--- src/rtl/accel_pkg.sv ---
// Definitions shared between the instruction queue and the controller:
// instruction width default, opcode field position and the opcode set.
package accel_pkg;

  localparam int unsigned INSTR_W_DEF = 64;
  localparam int unsigned OPC_W       = 4;

  typedef enum logic [OPC_W-1:0] {
    OPC_NOP   = 4'h0,
    OPC_LOAD  = 4'h1,
    OPC_STORE = 4'h2,
    OPC_MAC   = 4'h3,
    OPC_ACT   = 4'h4,
    OPC_SYNC  = 4'hF
  } opcode_e;

  localparam logic [OPC_W-1:0] NOP_OPCODE_DEF = OPC_NOP;

endpackage

--- src/rtl/instr_queue_mem.sv ---
// Queue storage: one synchronous write port, one combinational read port, no reset.
module instr_queue_mem #(
  parameter int unsigned W     = 64,
  parameter int unsigned DEPTH = 16,
  parameter int unsigned AW    = $clog2(DEPTH)
) (
  input  logic          clk,
  input  logic          we,
  input  logic [AW-1:0] waddr,
  input  logic [W-1:0]  wdata,
  input  logic [AW-1:0] raddr,
  output logic [W-1:0]  rdata
);

  logic [W-1:0] mem_q [DEPTH];

  always_ff @(posedge clk) begin
    if (we) mem_q[waddr] <= wdata;
  end

  assign rdata = mem_q[raddr];

endmodule

--- src/rtl/instr_queue.sv ---
// FWFT instruction buffer: pointers, occupancy count, watermark/full flags,
// optional NOP dropping, synchronous flush and sticky overflow flag.
module instr_queue
  import accel_pkg::*;
#(
  parameter int unsigned      INSTR_W    = INSTR_W_DEF,
  parameter int unsigned      DEPTH      = 16,
  parameter int unsigned      AF_THRESH  = 12,
  parameter bit               DROP_NOP   = 1'b0,
  parameter logic [OPC_W-1:0] NOP_OPCODE = NOP_OPCODE_DEF,
  localparam int unsigned     PW         = $clog2(DEPTH),
  localparam int unsigned     CW         = $clog2(DEPTH+1)
) (
  input  logic               clk,
  input  logic               rst_n,
  input  logic [INSTR_W-1:0] in_instr,
  input  logic               in_valid,
  output logic               in_ready,
  output logic [INSTR_W-1:0] out_instr,
  output logic               out_valid,
  input  logic               out_ready,
  input  logic               flush,
  input  logic               clear_err,
  output logic               buffer_full,
  output logic               buffer_almost_full,
  output logic [CW-1:0]      count,
  output logic               overflow_err
);

  logic [PW-1:0] wr_ptr_q, wr_ptr_d;
  logic [PW-1:0] rd_ptr_q, rd_ptr_d;
  logic [CW-1:0] count_q, count_d;
  logic          ovf_q, ovf_d;

  logic push_acc, is_nop, wr_en, pop;

  assign buffer_full        = (count_q == CW'(DEPTH));
  assign buffer_almost_full = (count_q >= CW'(AF_THRESH));
  assign out_valid          = (count_q != '0);
  assign in_ready           = !buffer_full && !flush;
  assign count              = count_q;
  assign overflow_err       = ovf_q;

  // A dropped NOP still completes the handshake; it just never reaches storage.
  assign push_acc = in_valid && in_ready;
  assign is_nop   = DROP_NOP && (in_instr[INSTR_W-1 -: OPC_W] == NOP_OPCODE);
  assign wr_en    = push_acc && !is_nop;
  assign pop      = out_valid && out_ready && !flush;

  always_comb begin
    wr_ptr_d = wr_ptr_q;
    rd_ptr_d = rd_ptr_q;
    count_d  = count_q;
    ovf_d    = ovf_q;
    if (flush) begin
      wr_ptr_d = '0;
      rd_ptr_d = '0;
      count_d  = '0;
    end else begin
      if (wr_en) wr_ptr_d = wr_ptr_q + PW'(1);
      if (pop)   rd_ptr_d = rd_ptr_q + PW'(1);
      if (wr_en && !pop)      count_d = count_q + CW'(1);
      else if (!wr_en && pop) count_d = count_q - CW'(1);
    end
    // Set has priority over clear when both occur in one cycle.
    if (in_valid && buffer_full && !flush) ovf_d = 1'b1;
    else if (clear_err)                    ovf_d = 1'b0;
  end

  always_ff @(posedge clk or negedge rst_n) begin
    if (!rst_n) begin
      wr_ptr_q <= '0;
      rd_ptr_q <= '0;
      count_q  <= '0;
      ovf_q    <= 1'b0;
    end else begin
      wr_ptr_q <= wr_ptr_d;
      rd_ptr_q <= rd_ptr_d;
      count_q  <= count_d;
      ovf_q    <= ovf_d;
    end
  end

  instr_queue_mem #(
    .W     (INSTR_W),
    .DEPTH (DEPTH),
    .AW    (PW)
  ) u_mem (
    .clk   (clk),
    .we    (wr_en),
    .waddr (wr_ptr_q),
    .wdata (in_instr),
    .raddr (rd_ptr_q),
    .rdata (out_instr)
  );

endmodule

--- config.mk ---
export PLATFORM = sky130hd
export DESIGN_NAME = instr_queue
export DESIGN_NICKNAME = d
export VERILOG_FILES = /design/src/rtl/accel_pkg.sv /design/src/rtl/instr_queue_mem.sv /design/src/rtl/instr_queue.sv
export SDC_FILE = /design/constraint.sdc
export NUM_CORES = 1
export LEC_CHECK = 0
export CAP_MARGIN = 20
export CORE_MARGIN = 8
export CORE_UTILIZATION = 45
export DETAILED_ROUTE_END_ITERATION = 8
export SYNTH_ARGS = -nofsm -noshare
export SYNTH_HDL_FRONTEND = slang
export SYNTH_SLANG_ARGS = --single-unit
export TNS_END_PERCENT = 1
--- constraint.sdc ---
create_clock -name clk -period 6.9 [get_ports clk]
set_input_delay 1.725 -clock clk [delete_from_list [all_inputs] [get_ports clk]]
set_output_delay 1.725 -clock clk [all_outputs]
set_load 0.05 [all_outputs]
# --- After elaboration in Yosys (flattened, before gate mapping) ---
# Memory sizes are Yosys's and may differ from the RTL's.
# Index checks and enable logic that the tools add are counted.
word_totals:
  ramBits: 1024
  n_memories: 1
  out_inout_bits: 74
  ff_bits: 14
classes:
  n_addsub: 4
  reduce_logical: 17
  order_cmp: 1
  n_eq_ne: 1
  n_mux: 11
memory_table:
  columns: ["memory", "words", "width", "read_ports", "rd_ports_with_merged_regs", "wr", "line", "source"]
  rows:
  - ["u_mem.mem_q", 16, 64, 1, 0, 1, "instr_queue_mem.sv:15", "logic [W-1:0] mem_q [DEPTH];"]
op_table:
  columns: ["op", "count"]
  rows:
  - ["2-to-1 mux 4 bit", 4]
  - ["2-to-1 mux 5 bit", 3]
  - ["adder 4 x 1 -> 4 bit (second input constant)", 2]
  - ["logical AND 1 bit", 8]
  - ["nonzero test 2 bit", 3]
  - ["adder 5 x 1 -> 5 bit (second input constant)", 1]
  - ["equality test 5 bit (second input constant)", 1]
  - ["greater-or-equal comparator 5 x 4 -> 1 bit (second input constant)", 1]
  - ["nonzero test 5 bit", 1]
  - ["subtractor 5 x 1 -> 5 bit (second input constant)", 1]
  - ["logical NOT 1 bit", 4]
  - ["2-to-1 mux 1 bit", 4]
  - ["nonzero test 3 bit", 1]

# --- Longest topological paths before layout ---
# Gate-level depths: netlist of the first run.
depth:
  depth_word: 9
  ltp_mapped: 10

# --- Cells and area by module ---
# From an unflattened synthesis of the first run, not the netlist that was laid out.
unflattened:
  cells_unflattened: 1678
  hier_area_um2: 39253.9
by_module_without_submodules:
  columns: ["module", "area_each_um2", "cells_each", "instances"]
  rows:
  - ["instr_queue_mem", 38300.5, 1583, 1]
  - ["instr_queue", 953.4, 95, 1]

# --- Worst setup path before layout of the first run ---
# No wires, ideal clock.
synth_path:
  path_type: "input to output"
  start: "in flush"
  end: "out in_ready"
  path_stages: 3
  n_path_buf: 2
  required_time_ns: 5.175
  arrival_time_ns: 2.788
  path_slack_ns: 2.387
  path_cell_list: "clkbuf_1 > clkbuf_1 > nor2_1"
synth_via:
  elab_chain_cells: 2
synth_rtl:
  columns: ["item", "line", "source"]
  rows:
  - ["from (decl)", "instr_queue.sv:22", "input logic flush,"]
  - ["logical NOT 1 bit", "instr_queue.sv:40", "assign in_ready = !buffer_full && !flush;"]
  - ["logical AND 1 bit", "instr_queue.sv:40", null]
  - ["to (decl)", "instr_queue.sv:18", "output logic in_ready,"]
# Every way passes these cells.

# --- Worst setup path in the final report of the first run ---
layout_path:
  start: "reg rd_ptr_q[0]"
  end: "out out_instr[1]"
layout_via:
  elab_chain_cells: 1
layout_rtl:
  columns: ["item", "line", "source"]
  rows:
  - ["from (decl)", "instr_queue.sv:31", "logic [PW-1:0] rd_ptr_q, rd_ptr_d;"]
  - ["from (signal assigned)", "instr_queue.sv:78", "rd_ptr_q <= rd_ptr_d;"]
  - ["memory (16 x 64 bit)", null, null]
  - ["to (decl)", "instr_queue.sv:19", "output logic [INSTR_W-1:0] out_instr,"]
# Every way passes these cells.

==> results of run 1 <==
worst max-delay path by stage:
stage	start	end	slack, ns	cells past startpoint
after floorplan	flush	in_ready	2.39	3
after global placement	flush	in_ready	1.59	3
after detailed placement	flush	in_ready	1.60	3
after CTS	rd_ptr_q[0]$_DFFE_PN0P_	out_instr[4]	1.09	4
after global routing	rd_ptr_q[0]$_DFFE_PN0P_	out_instr[4]	1.0	4
final	rd_ptr_q[0]$_DFFE_PN0P_	out_instr[1]	1.22	4
synth_stat cells, types with 4 or more instances:
master / instances / area share
edfxtp_1: 1024 / 0.78
xnor2_1: 5 / 0.0011
xor2_1: 4 / 0.00089
clkbuf_1: 23 / 0.0022
ha_1: 9 / 0.0029
nor2_1: 9 / 0.00086
nand2_1: 8 / 0.00076
and2_1: 16 / 0.0025
inv_1: 5 / 0.00048
buf_2: 19 / 0.0024
buf_1: 7 / 0.00067
a21oi_1: 4 / 0.00051
buf_4: 21 / 0.0040
mux4_2: 320 / 0.18
nand3_1: 4 / 0.00051
dfrtp_1: 14 / 0.0089
buf_6: 5 / 0.0014
metal layers:
metal  part of all wire  vias to the layer above  GRT usage
li1                   -                     7133          -
met2               0.51                      448     0.2971
met3              0.056                      112    0.03455
met1               0.42                     9411     0.2361
met5             0.0010                        -          0
met4              0.016                       12    0.04047
per-stage QoR:
stage / setup WS, ns / area [µm²]
after floorplan: 2.387 / 39390
after global placement: 1.586 / 42410
after detailed placement: 1.603 / 42410
after CTS: 1.092 / 45730
after global routing: 0.9996 / 45730
final: 1.224 / 45740
cells in the final DEF (no fill, tap or decap), types with 3 or more instances in the layout:
master and instances:
a21oi_1 4, and2_4 16, buf_12 11, buf_4 38, bufinv_16 8, clkbuf_1 17, clkbuf_16 107, clkdlybuf4s50_1 143
clkinv_1 34, clkinv_2 15, clkinvlp_4 3, dfrtp_1 10, dfrtp_4 4, diode_2 4, edfxtp_1 1024, ha_1 9
inv_1 5, mux4_2 320, nand2_1 8, nand2b_1 3, nand3_1 4, nor2_1 9, nor4_1 3, xnor2_1 5
xor2_1 4
registers in the layout (all words and copies together), names as in the netlist:
signal	flops
count	5
wr_ptr_q	4
rd_ptr_q	4
u_mem.mem_q	1024
overflow_err	1
critical path: stages (launching register included):
cell and delay (ns):
dfrtp_4 0.97, buf_4 0.48, mux4_2 0.57, mux4_2 0.51, clkdlybuf4s50_1 0.73
area by class of cell:
class	instances	area [µm²]	share of cell area
diodes	4	10.01	0.0002188
repair buffers	192	1937	0.04234
inverters	5	18.77	0.0004103
clock inverters	68	583.1	0.01275
flip-flops and latches	1038	31110	0.6802
well taps	1155	1445	0.03159
clock buffers	124	2741	0.05993
multi-input cells	408	7891	0.1725
power by group:
group	total, W	switching [W]	leakage [nW]	internal (W)
registers	0.00717	0.000130	9.40	0.00704
logic	0.00312	0.00166	2.84	0.00146
clock network	0.00546	0.00232	1.62	0.00314
total	0.0157	0.00411	13.9	0.0116
cell families after synthesis:
kind of cell,after synthesis
flip-flops,1038
multiplexers,323
buffers and inverters,80
AND/OR/NAND/NOR,50
AO/OA/AOI/OAI,16
adder cells (fa/ha/maj),10
XOR/XNOR,9
==> flow_summary.ini, run 1 <==
[status]
outcome = completed

[synthesis]
synth_cells = 1526
synth_area_per_cell_um2 = 25.81
synth_adder_area_share = 0.003367
synth-edff-count = 1024
synth_xor_area_frac = 0.002001
ys_ff_latch = 1038
yosys.area_share.simple = 0.007083
ys_async_sr_fraction = 0.01349
synthFlopType = edfxtp_1
synthMuxAreaShare = 0.1837
synth_compound_area_frac = 0.003113
syn_area_mm2 = 0.03939
synth_nets = 1606
ys_warn_count = 0
yosysSeqAreaShare = 0.7895
synth_top_family_by_area = multiplexers
synth_cell_types = 37

[floorplanning]
core_mm2 = 0.08675
die_h_um = 311.9
row_count = 108
die_area_mm2 = 0.09726
start_util = 0.4541
fp.dieW_um = 311.9
io_pins = 144

[global_routing]
grt_pass1_wl_mm = 126.4
grt_max_degree = 66
grt_pass1_vias = 18680
grt_usage = 0.1756
antenna_found_initial = 12
overflow = 0

[cts]
cts_made_buffers = 104
clk_latency_ns = 0.65
cts_resized = 0
clk_pin_slew_worst_paths_ns = 0.06
ctsHoldBuffers = 0
clock_path_buffers = 3
htreeDepth = 3
cts.sinks = 1038
cts_setup_buffers = 0
cts_tree = yes
cts-root-buf = clkbuf_16

[power_and_ir_drop]
p_leak_nw = 13.86
power_density_mw_per_mm2 = 344.1
ir_worst_vdd_uv = 189.2
p_total_w = 0.01574

[worst_setup_path]
criticalPathCategory = register to output pin
rrSetupSlack_ns = 3.53
crit_fanout = 36
r2r-end = u_mem.mem_q[11][5]$_DFFE_PP_
crit_path_start_kind = register
crit_arrival_ns = 3.95
rr_worst_depth = 6
critPathRequiredTime_ns = 5.18
r2r_start = count[0]$_DFFE_PN0P_
end_kind = output pin

[routing]
num_vias = 17120
routed_wl_mm = 86.04
drtAntennaViolNets = 0
via_per_inst = 5.717
dr.pass1.iters = 5
routedWlPerCell_um = 28.74
remaining_drc_errors = 0
initialDrtViolationCount = 1437

[timing]
grt_setup_unrepaired = false
final-max-slew-violation-count = 0
hold_viol_final = 0
timing.fmax_ghz = 0.1762
finClkSkew_ns = 0.02680
holdWs_ns = 0.5459
slew_headroom = 0.4024
finalSetupViolCount = 0
min_period_ns = 5.676
tightest_slew_ns = 0.8963
tns_ns = 0
period_share = 0.8227

[worst_hold_path]
min_from = overflow_err$_DFFE_PN0P_
min_path_type = register to register
min_path_cells = 2
hold_path_end = overflow_err$_DFFE_PN0P_

[finish]
syn2layout_area_growth_pct = 16.12
final_util = 0.5273
fin_cells = 2994
nFillCells = 6603
final_nets = 1829
drive_gt1_frac = 0.2905

[placed_design]
place_inst = 2798
port_buffers = 143
hpwl_mm = 45.83
place_congestion = 0.7074

[run]
drv_cap = 0
Power figures use the tool's default switching activity.
==> run 2: changes to the inputs <==
==> constraint.sdc (replaced) <==
create_clock -name clk -period 5.3 [get_ports clk]
set_input_delay 1.325 -clock clk [delete_from_list [all_inputs] [get_ports clk]]
set_output_delay 1.325 -clock clk [all_outputs]
set_load 0.05 [all_outputs]
==> run 2 against run 1 <==
Net effect: final cell count rose by 0.20%; clock-buffer cell count down 8; sequential share of layout area fell by 0.48 points; hold slack worse by 0.0088 ns; clock power is 32% higher; final area rose by 0.71%; global-route usage increased by 0.14 points; via count increased by 0.15%; flip-flop and latch count stayed put; non-clock buffer count up 9; critical path depth unchanged; core utilization up 0.38 points; largest power group unchanged.
==> flow_summary.ini, run 2 (synthesized netlist as in run 1, its figures left out) <==
[status]
outcome = completed

[routing]
routedWlPerCell_um = 28.90
via_per_inst = 5.714
drtAntennaViolNets = 0
route.met2.wl_mm = 44.12
dr.pass1.iters = 5
remaining_drc_errors = 0
top_layer = met5
routed_wl_mm = 86.69
num_vias = 17140
wl_met1_mm = 36.30
wl_met3_mm = 4.495
initialDrtViolationCount = 1328

[global_routing]
antenna_found_initial = 6
grt_pass1_wl_mm = 127.4
grt_max_degree = 65
grt_usage = 0.1769
grt_pass1_vias = 18500
overflow = 0

[finish]
largest_reg_flops = 1024
postLayoutCellArea_mm2 = 0.04607
nFillCells = 6571
drive_gt1_frac = 0.3051
syn2layout_area_growth_pct = 16.95
top_register = u_mem.mem_q
final_util = 0.5310
final_nets = 1838
final_cell_mix = edfxtp_1 (1024), mux4_2 (320), clkdlybuf4s50_1 (135), clkbuf_16 (104), buf_4 (36)
mostFrequentLayoutCell = edfxtp_1

[timing]
holdWs_ns = 0.5371
slew_headroom = 0.5301
tns_ns = 0
timing.fmax_ghz = 0.1988
tightest_slew_ns = 0.6950
final-max-slew-violation-count = 0
min_period_ns = 5.030
period_share = 0.9490
layout_setup_ws_ns = 0.2703
finalSetupViolCount = 0
grt_setup_unrepaired = false
finClkSkew_ns = 0.06204
hold_viol_final = 0

[worst_setup_path]
end_kind = output pin
crit_path_start_kind = register
crit_fanout = 48
r2r_start = count[0]$_DFFE_PN0P_
r2r-end = u_mem.mem_q[0][8]$_DFFE_PP_
cpMostUsedCell = mux4_2
rr_worst_depth = 6
critPathRequiredTime_ns = 3.97
max_stage_delay_ns = 0.80
critPathSlowestCell = dfrtp_4
rrSetupSlack_ns = 2.31
crit_arrival_ns = 3.70
criticalPathCategory = register to output pin
cp_cell_sequence = buf_12, mux4_2, mux4_2, clkdlybuf4s50_1

[floorplanning]
die_area_mm2 = 0.09726
io_pins = 144
die_h_um = 311.9
start_util = 0.4541
core_mm2 = 0.08675
fp.dieW_um = 311.9
row_count = 108

[run]
drv_cap = 0

[placed_design]
place_congestion = 0.7160
hpwl_mm = 45.09
dp_slack_ns = 0.8660
port_buffers = 143
placed_area_mm2 = 0.04269

[cts]
clk_latency_ns = 0.69
clock_path_buffers = 3
cts_tree = yes
cts_resized = 0
clk_pin_slew_worst_paths_ns = 0.06
cts.sinks = 1038
cts-root-buf = clkbuf_16
htreeDepth = 3
ctsHoldBuffers = 0
cts_setup_buffers = 0
cts_made_buffers = 104

[power_and_ir_drop]
ir_worst_vdd_uv = 329.2
p_leak_nw = 14.01
power_density_mw_per_mm2 = 447.6

[worst_hold_path]
min_path_cells = 2
min_path_type = register to register
min_from = overflow_err$_DFFE_PN0P_
hold_path_end = overflow_err$_DFFE_PN0P_
-- run 2: per-stage QoR --
stage	power [W]	cells
2_1_floorplan	0.01246	1526
3_3_place_gp	0.01363	2807
3_5_place_dp	0.01367	2807
4_1_cts	0.02088	2997
5_1_grt	0.02134	2998
6_report	0.02062	3000
-- run 2: worst max path at each step --
stage                                    to               startpoint
3_5_place_dp                   out_instr[7]  rd_ptr_q[0]$_DFFE_PN0P_
4_1_cts                       out_instr[17]  rd_ptr_q[0]$_DFFE_PN0P_
2_1_floorplan  u_mem.mem_q[12][0]$_DFFE_PP_                    flush
6_report                      out_instr[17]  rd_ptr_q[0]$_DFFE_PN0P_
3_3_place_gp                  out_instr[16]  rd_ptr_q[0]$_DFFE_PN0P_
5_1_grt                       out_instr[17]  rd_ptr_q[0]$_DFFE_PN0P_
-- run 2: area by class of cell --
class                      instances  area, µm²  area share
antenna                            3      7.507   0.0001630
clock buffer                     116       2648     0.05747
clock inverter                    74      720.7     0.01564
inverter                           5      18.77   0.0004074
multi-input combinational        408       7891      0.1713
sequential                      1038      31110      0.6754
tap                             1155       1445     0.03137
timing repair buffer             201       2222     0.04824
-- run 2: power by group --
part	total [W]	internal (W)	switching, W
Combinational	0.00409	0.00192	0.00217
Sequential	0.00930	0.00916	0.000140
Clock	0.00723	0.00414	0.00309
-- run 2: per-layer routing --
metal,vias up,GRT usage
met5,-,0
met4,4,0.04582
met3,112,0.03290
met2,484,0.3005
met1,9395,0.2361
li1,7146,-
-- run 2: worst max-delay path, delay by kind of cell, from the launching register on --
kind	cells	cell delay, ns
flops	1	0.80
buf+inv	2	1.13
mux	2	1.06
==> run 3: changes to the inputs <==
--- a/config.mk
+++ b/config.mk
@@ -6,7 +6,7 @@
 export NUM_CORES = 1
 export LEC_CHECK = 0
 export CAP_MARGIN = 20
-export CORE_MARGIN = 8
+export CORE_MARGIN = 4
 export CORE_UTILIZATION = 45
 export DETAILED_ROUTE_END_ITERATION = 8
 export SYNTH_ARGS = -nofsm -noshare
==> run 3 against run 2 <==
Net effect: global-route usage grew 1.0 points; core utilization is essentially flat; final area hardly changed; critical endpoint is now out_instr[27]; worst setup slack gained 0.088 ns; clock skew down 0.029 ns; final cell count increased by 0.17%; first-iteration DRC count increased by 15%; non-clock buffer count is 5 higher; clock power is 4.6% lower; critical path depth is the same.
==> flow_summary.ini, run 3 (synthesized netlist as in run 1, its figures left out) <==
[power_and_ir_drop]
power_density_mw_per_mm2 = 441.1
p_leak_nw = 13.97
ir_worst_vdd_uv = 326.6
p_total_w = 0.02033

[timing]
hold_viol_final = 0
min_period_ns = 4.942
tightest_slew_ns = 0.8033
slew_headroom = 0.4644
grt_setup_unrepaired = false
finClkSkew_ns = 0.03281
final-max-slew-violation-count = 0
period_share = 0.9324
timing.fmax_ghz = 0.2024
finalSetupViolCount = 0
tns_ns = 0

[cts]
clk_latency_ns = 0.67
cts_made_buffers = 105
clk_pin_slew_worst_paths_ns = 0.06
ctsHoldBuffers = 0
cts-root-buf = clkbuf_16
cts.sinks = 1038
htreeDepth = 3
clock_path_buffers = 3
cts_tree = yes

[worst_setup_path]
critPathRequiredTime_ns = 3.97
rr_worst_depth = 6
crit_end = out_instr[27]
crit_fanout = 53
crit_arrival_ns = 3.62
r2r-end = u_mem.mem_q[4][56]$_DFFE_PP_
end_kind = output pin
criticalPathCategory = register to output pin
cp-startpoint = rd_ptr_q[0]$_DFFE_PN0P_
r2r_start = count[0]$_DFFE_PN0P_
crit_path_start_kind = register
rrSetupSlack_ns = 2.28

[floorplanning]
die_h_um = 303.9
start_util = 0.4541
fp.dieW_um = 303.9
core_mm2 = 0.08675
die_area_mm2 = 0.09233
row_count = 108
io_pins = 144

[finish]
final_cell_mix = edfxtp_1 (1024), mux4_2 (320), clkdlybuf4s50_1 (143), clkbuf_16 (105), buf_12 (37)
nFillCells = 6581
multiInputGateArea_mm2 = 0.007891
drive_gt1_frac = 0.2951
largest_reg_flops = 1024
final_nets = 1844
regArea_mm2 = 0.03111
top_register = u_mem.mem_q
final_util = 0.5313
postLayoutCellArea_mm2 = 0.04609
syn2layout_area_growth_pct = 17.01
mostFrequentLayoutCell = edfxtp_1

[worst_hold_path]
min_path_type = register to register

[routing]
drtAntennaViolNets = 0
num_vias = 17170
dr.pass1.iters = 5
initialDrtViolationCount = 1524
remaining_drc_errors = 0
via_per_inst = 5.712
routedWlPerCell_um = 28.53
routed_wl_mm = 85.73

[global_routing]
grt_pass1_vias = 18400
grt_pass1_wl_mm = 127.2
grt_usage = 0.1869
grt_max_degree = 100
antenna_found_initial = 7
overflow = 0

[placed_design]
placed_area_mm2 = 0.04283
port_buffers = 143
hpwl_mm = 46.39
place_congestion = 0.7173

[run]
drv_cap = 0

[status]
outcome = completed
run 3: how the worst min path moves through the flow:
| stage | slack [ns] | from | cells after the start | end |
|---|---|---|---|---|
| 6_report | 0.54 | overflow_err$_DFFE_PN0P_ | 2 | overflow_err$_DFFE_PN0P_ |
| 5_1_grt | 0.57 | overflow_err$_DFFE_PN0P_ | 2 | overflow_err$_DFFE_PN0P_ |
| 4_1_cts | 0.54 | overflow_err$_DFFE_PN0P_ | 2 | overflow_err$_DFFE_PN0P_ |
| 3_5_place_dp | 0.53 | overflow_err$_DFFE_PN0P_ | 2 | overflow_err$_DFFE_PN0P_ |
| 3_3_place_gp | 0.52 | overflow_err$_DFFE_PN0P_ | 2 | overflow_err$_DFFE_PN0P_ |
| 2_1_floorplan | 0.56 | wr_ptr_q[1]$_DFFE_PN0P_ | 2 | wr_ptr_q[1]$_DFFE_PN0P_ |
run 3: what timing repair did:
action                     in CTS  in global routing
setup buffers                   0                  1
resized for setup               0                  0
setup endpoints to repair       0                  3
run 3: cell type report:
class	instances	area share
Clock buffer	126	0.05871
Sequential cell	1038	0.6750
Antenna cell	3	0.0001629
Inverter	5	0.0004072
Clock inverter	64	0.01132
Tap cell	1155	0.03135
Multi-Input combinational cell	408	0.1712
Timing Repair Buffer	206	0.05179
run 3: critical path, stage by stage, from the launching register on:
cell	delay [ns]
dfrtp_4	0.67
buf_12	0.42
mux4_2	0.57
mux4_2	0.52
clkdlybuf4s50_1	0.72
run 3: routing by layer:
layer  share of wire  global-route usage
met5         0.00052                   0
met4           0.018             0.03808
met3           0.048             0.03278
met2            0.52              0.3172
met1            0.42              0.2586
run 3: where the power goes:
group | switching, W | internal [W] | total (W)
logic | 0.00223 | 0.00193 | 0.00416
registers | 0.000109 | 0.00916 | 0.00927
clock network | 0.00302 | 0.00389 | 0.00690
run 3: through the flow:
step / hold slack [ns] / cells / worst slack, ns
2_1_floorplan: 0.5559 / 1526 / 1.201
3_3_place_gp: 0.5206 / 2811 / 0.8070
5_1_grt: 0.5748 / 3002 / 0.1729
3_5_place_dp: 0.5320 / 2811 / 0.7955
4_1_cts: 0.5373 / 3001 / 0.07564
6_report: 0.5376 / 3005 / 0.3582
